[config.mk]
export PLATFORM = sky130hd
export DESIGN_NAME = mem_bus_arbiter
export DESIGN_NICKNAME = d
export VERILOG_FILES = /design/src/rtl/mem_bus_arbiter.sv
export SDC_FILE = /design/constraint.sdc
export NUM_CORES = 1
export LEC_CHECK = 0
export ABC_AREA = 1
export CAP_MARGIN = 20
export CORE_MARGIN = 2
export CORE_UTILIZATION = 37
export DETAILED_ROUTE_END_ITERATION = 8
export MAX_ROUTING_LAYER = met4
export PLACE_DENSITY = 0.76
export SLEW_MARGIN = 20
export SYNTH_ARGS = -nofsm -noshare
export SYNTH_HDL_FRONTEND = slang
export SYNTH_SLANG_ARGS = --single-unit
[constraint.sdc]
create_clock -name clk -period 1.2 [get_ports clk]
set_input_delay 0.24 -clock clk [delete_from_list [all_inputs] [get_ports clk]]
set_output_delay 0.24 -clock clk [all_outputs]
set_load 0.01 [all_outputs]
[src/rtl/mem_bus_arbiter.sv]
// Two-port round-robin arbiter sharing one memory bus port between
// instruction fetch (port 0) and load/store (port 1).
module mem_bus_arbiter #(
    parameter int unsigned MEM_DEPTH  = 8,
    parameter int unsigned DATA_WIDTH = 32,
    parameter int unsigned TIMEOUT    = 16,
    localparam int unsigned ADDR_WIDTH = $clog2(MEM_DEPTH)
) (
    input  logic                  clk,
    input  logic                  reset,
    input  logic                  r0_req,
    input  logic [ADDR_WIDTH-1:0] r0_addr,
    input  logic [DATA_WIDTH-1:0] r0_wdata,
    input  logic                  r0_we,
    output logic                  r0_gnt,
    output logic                  r0_done,
    input  logic                  r1_req,
    input  logic [ADDR_WIDTH-1:0] r1_addr,
    input  logic [DATA_WIDTH-1:0] r1_wdata,
    input  logic                  r1_we,
    output logic                  r1_gnt,
    output logic                  r1_done,
    output logic [DATA_WIDTH-1:0] rsp_rdata,
    output logic                  rsp_err,
    output logic [ADDR_WIDTH-1:0] addr,
    output logic [DATA_WIDTH-1:0] wdata,
    input  logic [DATA_WIDTH-1:0] rdata,
    output logic                  req_valid,
    output logic                  we,
    input  logic                  data_valid,
    output logic                  busy
);

    localparam int unsigned CNT_WIDTH = $clog2(TIMEOUT);

    typedef enum logic [1:0] {
        IDLE = 2'd0,
        BUSY = 2'd1,
        RESP = 2'd2
    } state_t;

    state_t                state_q, state_d;
    logic                  last_q, last_d;
    logic                  owner_q, owner_d;
    logic [CNT_WIDTH-1:0]  cnt_q, cnt_d;
    logic [ADDR_WIDTH-1:0] addr_d;
    logic [DATA_WIDTH-1:0] wdata_d;
    logic                  we_d;
    logic                  req_valid_d;
    logic                  busy_d;
    logic                  r0_done_d, r1_done_d;
    logic [DATA_WIDTH-1:0] rsp_rdata_d;
    logic                  rsp_err_d;
    logic                  any_req_c;
    logic                  win_c;

    // Round-robin pick: a lone requester wins, a tie goes to the port that did not win last
    always_comb begin
        any_req_c = r0_req | r1_req;
        win_c     = r1_req & (~r0_req | ~last_q);
    end

    // Grant pulses in the arbitration cycle; gated so they stay low while reset is held
    assign r0_gnt = reset & (state_q == IDLE) & any_req_c & ~win_c;
    assign r1_gnt = reset & (state_q == IDLE) & any_req_c &  win_c;

    // Next-state and next-value logic for the FSM and its registered outputs
    always_comb begin
        state_d     = state_q;
        last_d      = last_q;
        owner_d     = owner_q;
        cnt_d       = cnt_q;
        addr_d      = addr;
        wdata_d     = wdata;
        we_d        = we;
        req_valid_d = req_valid;
        busy_d      = busy;
        r0_done_d   = 1'b0;
        r1_done_d   = 1'b0;
        rsp_rdata_d = rsp_rdata;
        rsp_err_d   = rsp_err;

        case (state_q)
            IDLE: begin
                if (any_req_c) begin
                    state_d     = BUSY;
                    owner_d     = win_c;
                    last_d      = win_c;
                    addr_d      = win_c ? r1_addr  : r0_addr;
                    wdata_d     = win_c ? r1_wdata : r0_wdata;
                    we_d        = win_c ? r1_we    : r0_we;
                    cnt_d       = '0;
                    req_valid_d = 1'b1;
                    busy_d      = 1'b1;
                end
            end
            BUSY: begin
                cnt_d = cnt_q + CNT_WIDTH'(1);
                // A completion arriving on the timeout cycle still counts as a success
                if (data_valid) begin
                    state_d     = RESP;
                    req_valid_d = 1'b0;
                    rsp_rdata_d = we ? '0 : rdata;
                    rsp_err_d   = 1'b0;
                    r0_done_d   = ~owner_q;
                    r1_done_d   = owner_q;
                end else if (cnt_q == CNT_WIDTH'(TIMEOUT - 1)) begin
                    state_d     = RESP;
                    req_valid_d = 1'b0;
                    rsp_rdata_d = '0;
                    rsp_err_d   = 1'b1;
                    r0_done_d   = ~owner_q;
                    r1_done_d   = owner_q;
                end
            end
            RESP: begin
                state_d = IDLE;
                cnt_d   = '0;
                busy_d  = 1'b0;
            end
            default: begin
                state_d     = IDLE;
                cnt_d       = '0;
                req_valid_d = 1'b0;
                busy_d      = 1'b0;
            end
        endcase
    end

    // State and output registers; reset aborts any transaction in flight
    always_ff @(posedge clk or negedge reset) begin
        if (!reset) begin
            state_q   <= IDLE;
            last_q    <= 1'b1;
            owner_q   <= 1'b0;
            cnt_q     <= '0;
            addr      <= '0;
            wdata     <= '0;
            we        <= 1'b0;
            req_valid <= 1'b0;
            busy      <= 1'b0;
            r0_done   <= 1'b0;
            r1_done   <= 1'b0;
            rsp_rdata <= '0;
            rsp_err   <= 1'b0;
        end else begin
            state_q   <= state_d;
            last_q    <= last_d;
            owner_q   <= owner_d;
            cnt_q     <= cnt_d;
            addr      <= addr_d;
            wdata     <= wdata_d;
            we        <= we_d;
            req_valid <= req_valid_d;
            busy      <= busy_d;
            r0_done   <= r0_done_d;
            r1_done   <= r1_done_d;
            rsp_rdata <= rsp_rdata_d;
            rsp_err   <= rsp_err_d;
        end
    end

endmodule

==> results of run 1 <==
what timing repair did:
| action | CTS | global route |
|---|---|---|
| gates resized for setup | 344 | 45 |
| setup endpoints to repair | 153 | 87 |
| hold endpoints to repair | 0 | 0 |
| cloned | 10 | 4 |
| pin swaps | 9 | 28 |
| setup buffers | 26 | 5 |
area by class of cell:
type                            count  share of cell area (%)
Clock buffer                        9                    1.85
Clock inverter                      7                    1.16
Inverter                           51                    3.02
Multi-Input combinational cell    327                    28.3
Sequential cell                    81                    30.4
Tap cell                          136                    2.55
Timing Repair Buffer              244                    32.7
per-stage QoR:
stage                     worst slack, ns  power [W]  hold WS [ns]  utilization (%)
after global routing               -0.445     0.0158        0.0803             64.7
after detailed placement           -0.753     0.0114         0.422             58.5
final                              -0.390     0.0149        0.0687             64.7
after floorplan                   -0.0473    0.00775       -0.0556                -
after global placement             -0.717     0.0112         0.413             58.5
after CTS                          -0.408     0.0140        0.0714             62.8
placed cells by master, fill, tap and decap left out, types with 6 or more instances in the layout:
| cell | n |
|---|---|
| inv_1 | 45 |
| nand3b_1 | 36 |
| nand2_1 | 153 |
| nand4_1 | 33 |
| nand2_8 | 9 |
| buf_6 | 6 |
| nand3_1 | 38 |
| buf_4 | 40 |
| nand2_4 | 10 |
| buf_12 | 11 |
| dfrtp_1 | 80 |
| buf_2 | 74 |
| clkbuf_8 | 9 |
| nand2_2 | 31 |
| clkdlybuf4s50_1 | 107 |
cell usage after synthesis, drive strengths merged:
| cell type | number | area share (%) |
|---|---|---|
| nand2 | 196 | 19 |
| dfrtp | 80 | 51 |
| inv | 51 | 4.9 |
| nand3 | 41 | 5.2 |
| nand3b | 36 | 6.9 |
| nand4 | 33 | 5.2 |
| buf | 19 | 3.4 |
| clkbuf | 11 | 1.0 |
| nor2 | 7 | 1.3 |
| o21ai | 4 | 0.51 |
| dfstp | 1 | 0.67 |
| ha | 1 | 0.32 |
| nor3 | 1 | 0.13 |
| xnor2 | 1 | 0.22 |
worst max-delay path: stages, from the launching register on:
cell and delay, ns:
dfstp_2 0.58, nand2_4 0.06, nand2_4 0.08, inv_4 0.04, nor3_4 0.09, buf_2 0.15
cell families (layout without fill, tap and decap cells):
logic type | count (synthesis) | in the layout | synth area share, %
DFF | 81 | 81 | 51.6
AOI/OAI and AO/OA | 4 | 4 | 0.509
xor gates and xnor gates | 1 | 1 | 0.223
buffers and inverters | 81 | 311 | 9.29
and+or+nand+nor | 314 | 321 | 38.1
adders and majority gates | 1 | 1 | 0.318
state kept, by name, summed over array words and instances, names as in the netlist, 2 cells and up:
| register | flops |
|---|---|
| addr | 3 |
| rsp_rdata | 32 |
| wdata | 32 |
| cnt_q | 4 |
| state_q | 2 |
where the power goes:
group | switching, W | internal [W]
sequential | 0.000716 | 0.00391
clock | 0.00109 | 0.000981
combinational | 0.00433 | 0.00385
total | 0.00614 | 0.00875
path summary, 6_finish.rpt:
path | from | end | slack [ns] | cells past startpoint
max | last_q$_DFFE_PN1P_ | r0_gnt | -0.39 | 5
min | reset | rsp_rdata[7]$_DFFE_PN0P_ | 0.07 | 3
max reg2reg | last_q$_DFFE_PN1P_ | wdata[15]$_DFFE_PN0P_ | -0.26 | 6
min reg2reg | owner_q$_DFFE_PN0P_ | r0_done$_DFF_PN0_ | 0.47 | 1
max in group asynchronous | reset | cnt_q[1]$_DFFE_PN0P_ | 0.65 | 3
min in group clk | rdata[15] | rsp_rdata[15]$_DFFE_PN0P_ | 0.44 | 3
per-layer routing:
metal | up-vias | part of all wire (%) | global-route usage, %
met4 | 0 | 5.2 | 12.3
met3 | 53 | 5.0 | 3.34
met2 | 195 | 50 | 39.4
met1 | 2014 | 40 | 29.5
met5 | - | 0 | -
li1 | 2004 | - | -
==> impl_metrics.csv, run 1 <==
group,metric,value,unit
run_status,outcome,"finished with violations",
run_status,violations,"setup timing",
clock_tree,htree_levels,3,
layout,register_area,2030,µm²
sta,post-route-period-util,133,%
floorplan,fp.coreArea,10300,µm²
floorplan,die_y,107,µm
worst_setup_path,worstPathMaxFanout,2,
placement,dp.cells,798,
routing,drt.antenna.violating_nets,0,
layout,drive_gt1_share,30.9,%
power_and_ir_drop,vdd_drop_max,1.32,mV
sta,finalWorstSetupSlack,-0.390,ns
sta,min_period,1.59,ns
grt,grt_overflow,0,
layout,nFillCells,830,
layout,antenna_cells,0,
synthesis,synth_cell_types,23,
floorplan,die_x,107,µm
layout,final_cells,855,
layout,multiInputGateArea,1890,µm²
floorplan,num_rows,37,
placement,place.gp.congestion,0.838,
clock_tree,clock-root-buffer,"clkbuf_8",
routing,wl,14200,µm
sta,slew_violations,0,
worst_setup_path,end_kind,"primary output",
power_and_ir_drop,cellPowerDensity,2230,nW/µm²
synthesis,yosys_register_bits,81,
routing,drc,0,
placement,placed_cell_area,6040,µm²
sta,rsz0062_at_grt,"true",
clock_tree,numCtsBuffers,9,
routing,routed_via_density,4.99,
routing,dr.pass1.iters,5,
worst_setup_path,cp.required,0.96,ns
clock_tree,clk_pin_slew_worst_paths,0.10,ns
synthesis,yosysSeqAreaShare,51.6,%
synthesis,netlist_instances,482,
clock_tree,cts_hold_buf,0,
layout,nNetsFinal,824,
sta,setup_violations,81,
floorplan,pin_count,184,
layout,area_growth,69.9,%
sta,tightest_slew,0.597,ns
placement,dp_hpwl,8290,µm
worst_setup_path,arrival,1.35,ns
power_and_ir_drop,p_leak,3.47,nW
routing,drt_first_iter_violations,381,
routing,vias,4266,
hold_path,hold_class,"in -> async",
sta,fin_worst_skew,0.0166,ns
sta,fin_tns_setup,-13.75,ns
grt,grt_max_degree,48,
synthesis,syn-cell-area,3930,µm²
grt,grt_pass1_vias,4266,
placement,io_buffer_count,183,
synthesis,syn_nets,592,
grt,gr-usage-all-layers,24.2,%
clock_tree,cts_sinks,81,
layout,postLayoutCellArea,6680,µm²
synthesis,syn-mean-instance-area,8.16,µm²
sta,hold_viol_final,0,
sta,relSlewSlack,60.2,%
clock_tree,cts_buffer_depth,2,
synthesis,yosys_warnings,0,
floorplan,start_util,38.1,%
job,max_cap_violations,0,
floorplan,die_area,11500,µm²
clock_tree,cts_tree,"built",
routing,wl_per_cell,16.6,µm
grt,grt_pass1_wl,21100,µm
clock_tree,insertion_delay,0.35,ns
grt,antenna_found_initial,0,
sta,max_freq,0.629,GHz
worst_setup_path,cp-start-kind,"register",
worst_setup_path,path_class,"reg -> out",
Power figures use the tool's default switching activity.
==> inputs of run 2 (changes only) <==
--- a/config.mk
+++ b/config.mk
@@ -8,10 +8,10 @@
 export ABC_AREA = 1
 export CAP_MARGIN = 20
 export CORE_MARGIN = 2
-export CORE_UTILIZATION = 37
+export CORE_UTILIZATION = 45
 export DETAILED_ROUTE_END_ITERATION = 8
 export MAX_ROUTING_LAYER = met4
-export PLACE_DENSITY = 0.76
+export PLACE_DENSITY = 0.87
 export SLEW_MARGIN = 20
 export SYNTH_ARGS = -nofsm -noshare
 export SYNTH_HDL_FRONTEND = slang
==> constraint.sdc (replaced) <==
create_clock -name clk -period 2 [get_ports clk]
set_input_delay 0.4 -clock clk [delete_from_list [all_inputs] [get_ports clk]]
set_output_delay 0.4 -clock clk [all_outputs]
set_load 0.01 [all_outputs]
==> run 2 against run 1 <==
Against the previous run: register-to-register slack better by 0.81 ns; design area is 8.9% lower; highest routed layer unchanged; critical endpoint unchanged; sequential power is 40% lower; combinational power is 53% lower; hold slack hardly changed; the run now ends clean; first-iteration DRC count is 71% lower; count of clock-buffer cells in the layout is 1 higher; clock power is 38% lower; flip-flop and latch count stayed put; global-route usage is 1.1 points higher; total power is 47% lower.
==> impl_metrics.csv, run 2 (synthesized netlist as in run 1, its figures left out) <==
group,metric,value,unit
sta,fin_worst_skew,0.0158,ns
sta,relSlewSlack,50.0,%
clock_tree,clock-root-buffer,"clkbuf_8",
routing,drt.antenna.violating_nets,0,
floorplan,die_area,9500,µm²
worst_setup_path,rr_endpoint,"req_valid$_DFFE_PN0P_",
routing,drt_first_iter_violations,110,
grt,grt_overflow,0,
sta,slew_violations,0,
placement,placed_cell_area,5880,µm²
grt,gr-usage-all-layers,25.3,%
grt,antenna_found_initial,0,
floorplan,num_rows,34,
placement,place.gp.congestion,0.862,
worst_setup_path,end_kind,"primary output",
clock_tree,clk_pin_slew_worst_paths,0.09,ns
worst_setup_path,cp.required,1.60,ns
clock_tree,htree_levels,3,
worst_setup_path,r2r_cells,8,
clock_tree,insertion_delay,0.34,ns
clock_tree,numCtsBuffers,9,
placement,io_buffer_count,183,
placement,dp_hpwl,8300,µm
floorplan,fp.coreArea,8590,µm²
power_and_ir_drop,cellPowerDensity,1300,nW/µm²
floorplan,start_util,45.8,%
worst_setup_path,rr_startpoint,"state_q[1]$_DFFE_PN0P_",
grt,grt_max_degree,61,
worst_setup_path,cp-start-kind,"primary input",
power_and_ir_drop,p_leak,3.03,nW
clock_tree,cts_sinks,81,
worst_setup_path,crit_path_start,"r0_req",
routing,routed_via_density,5.06,
hold_path,hold_class,"in -> async",
worst_setup_path,path_class,"in -> out",
layout,largestRegisters,"rsp_rdata x32, wdata x32, cnt_q x4",
floorplan,die_y,97.5,µm
sta,hold_viol_final,0,
grt,grt_pass1_vias,4046,
layout,final_common_cell,"nand2_1",
run_status,outcome,"complete, no violations",
routing,wl,11700,µm
sta,setup_violations,0,
sta,post-route-period-util,96.7,%
sta,max_freq,0.517,GHz
worst_setup_path,rrSetupSlack,0.55,ns
sta,min_period,1.93,ns
sta,rsz0062_at_grt,"false",
floorplan,die_x,97.5,µm
worst_setup_path,arrival,1.53,ns
routing,drc,0,
clock_tree,cts_tree,"built",
layout,antenna_cells,0,
routing,vias,3923,
grt,grt_pass1_wl,19400,µm
layout,area_growth,54.7,%
layout,drive_gt1_share,6.75,%
floorplan,pin_count,184,
routing,dr.pass1.iters,5,
power_and_ir_drop,p_total,0.00792,W
job,max_cap_violations,0,
layout,nNetsFinal,773,
layout,layout_common_cells,"nand2_1 (191), clkdlybuf4s50_1 (180), dfrtp_1 (80)",
worst_setup_path,worstPathMaxFanout,2,
power_and_ir_drop,vdd_drop_max,1.20,mV
layout,postLayoutCellArea,6080,µm²
routing,wl_per_cell,15.1,µm
sta,tightest_slew,0.750,ns
clock_tree,cts_buffer_depth,2,
==> run 2: timing repair <==
item	4_1_cts	5_1_grt
resized for setup	2	1
setup buffers	0	0
hold buffers	0	0
pin swaps	0	0
endpoints found under the setup margin	2	1
endpoints found under the hold margin	0	0
==> run 2: critical path: stages <==
cell,delay [ns]
clkdlybuf4s50_1,0.51
nand2_2,0.08
nand2_2,0.06
inv_1,0.05
nor3_1,0.16
clkdlybuf4s15_1,0.26
==> run 2: per-stage QoR <==
stage               utilization [%]  cells  hold slack (ns)  worst slack, ns  TNS [ns]
global placement               68.4    760            0.408           -0.220    -0.380
global route                   70.8    775           0.0749          0.00348         0
detailed placement             68.4    760            0.414           -0.225    -0.422
finish                         70.8    775           0.0687           0.0665         0
floorplan                         -    482            0.104            0.482         0
CTS                            70.8    775           0.0575           0.0430         0
==> run 2: per-layer routing <==
metal | GRT usage, % | vias up | routed length, µm
li1 | - | 1886 | -
met1 | 30.9 | 1839 | 4850
met2 | 43.1 | 167 | 5950
met3 | 2.88 | 31 | 562
met4 | 10.0 | 0 | 346
met5 | - | - | 0
==> run 2: how the worst max path moves through the flow <==
stage	end	slack (ns)
floorplan	r0_gnt	0.48
global placement	r0_gnt	-0.22
detailed placement	r0_gnt	-0.22
CTS	r0_gnt	0.04
global route	r1_gnt	0.003
finish	r0_gnt	0.07
==> run 2: cell type report <==
cell class / count / area (µm²)
fill: 678 / 2510
clock buffer: 10 / 128
tap: 108 / 135
sequential: 81 / 2030
inverter: 51 / 191
clock inverter: 5 / 81.3
timing repair buffer: 200 / 1980
multi-input combinational: 320 / 1540
==> run 2: power breakdown <==
group	total (W)	leakage (nW)	switching [W]	internal, W
Combinational	0.00388	1.92	0.00198	0.00190
Sequential	0.00276	1.02	0.000412	0.00235
Clock	0.00128	0.102	0.000583	0.000698
Total	0.00792	3.03	0.00298	0.00495
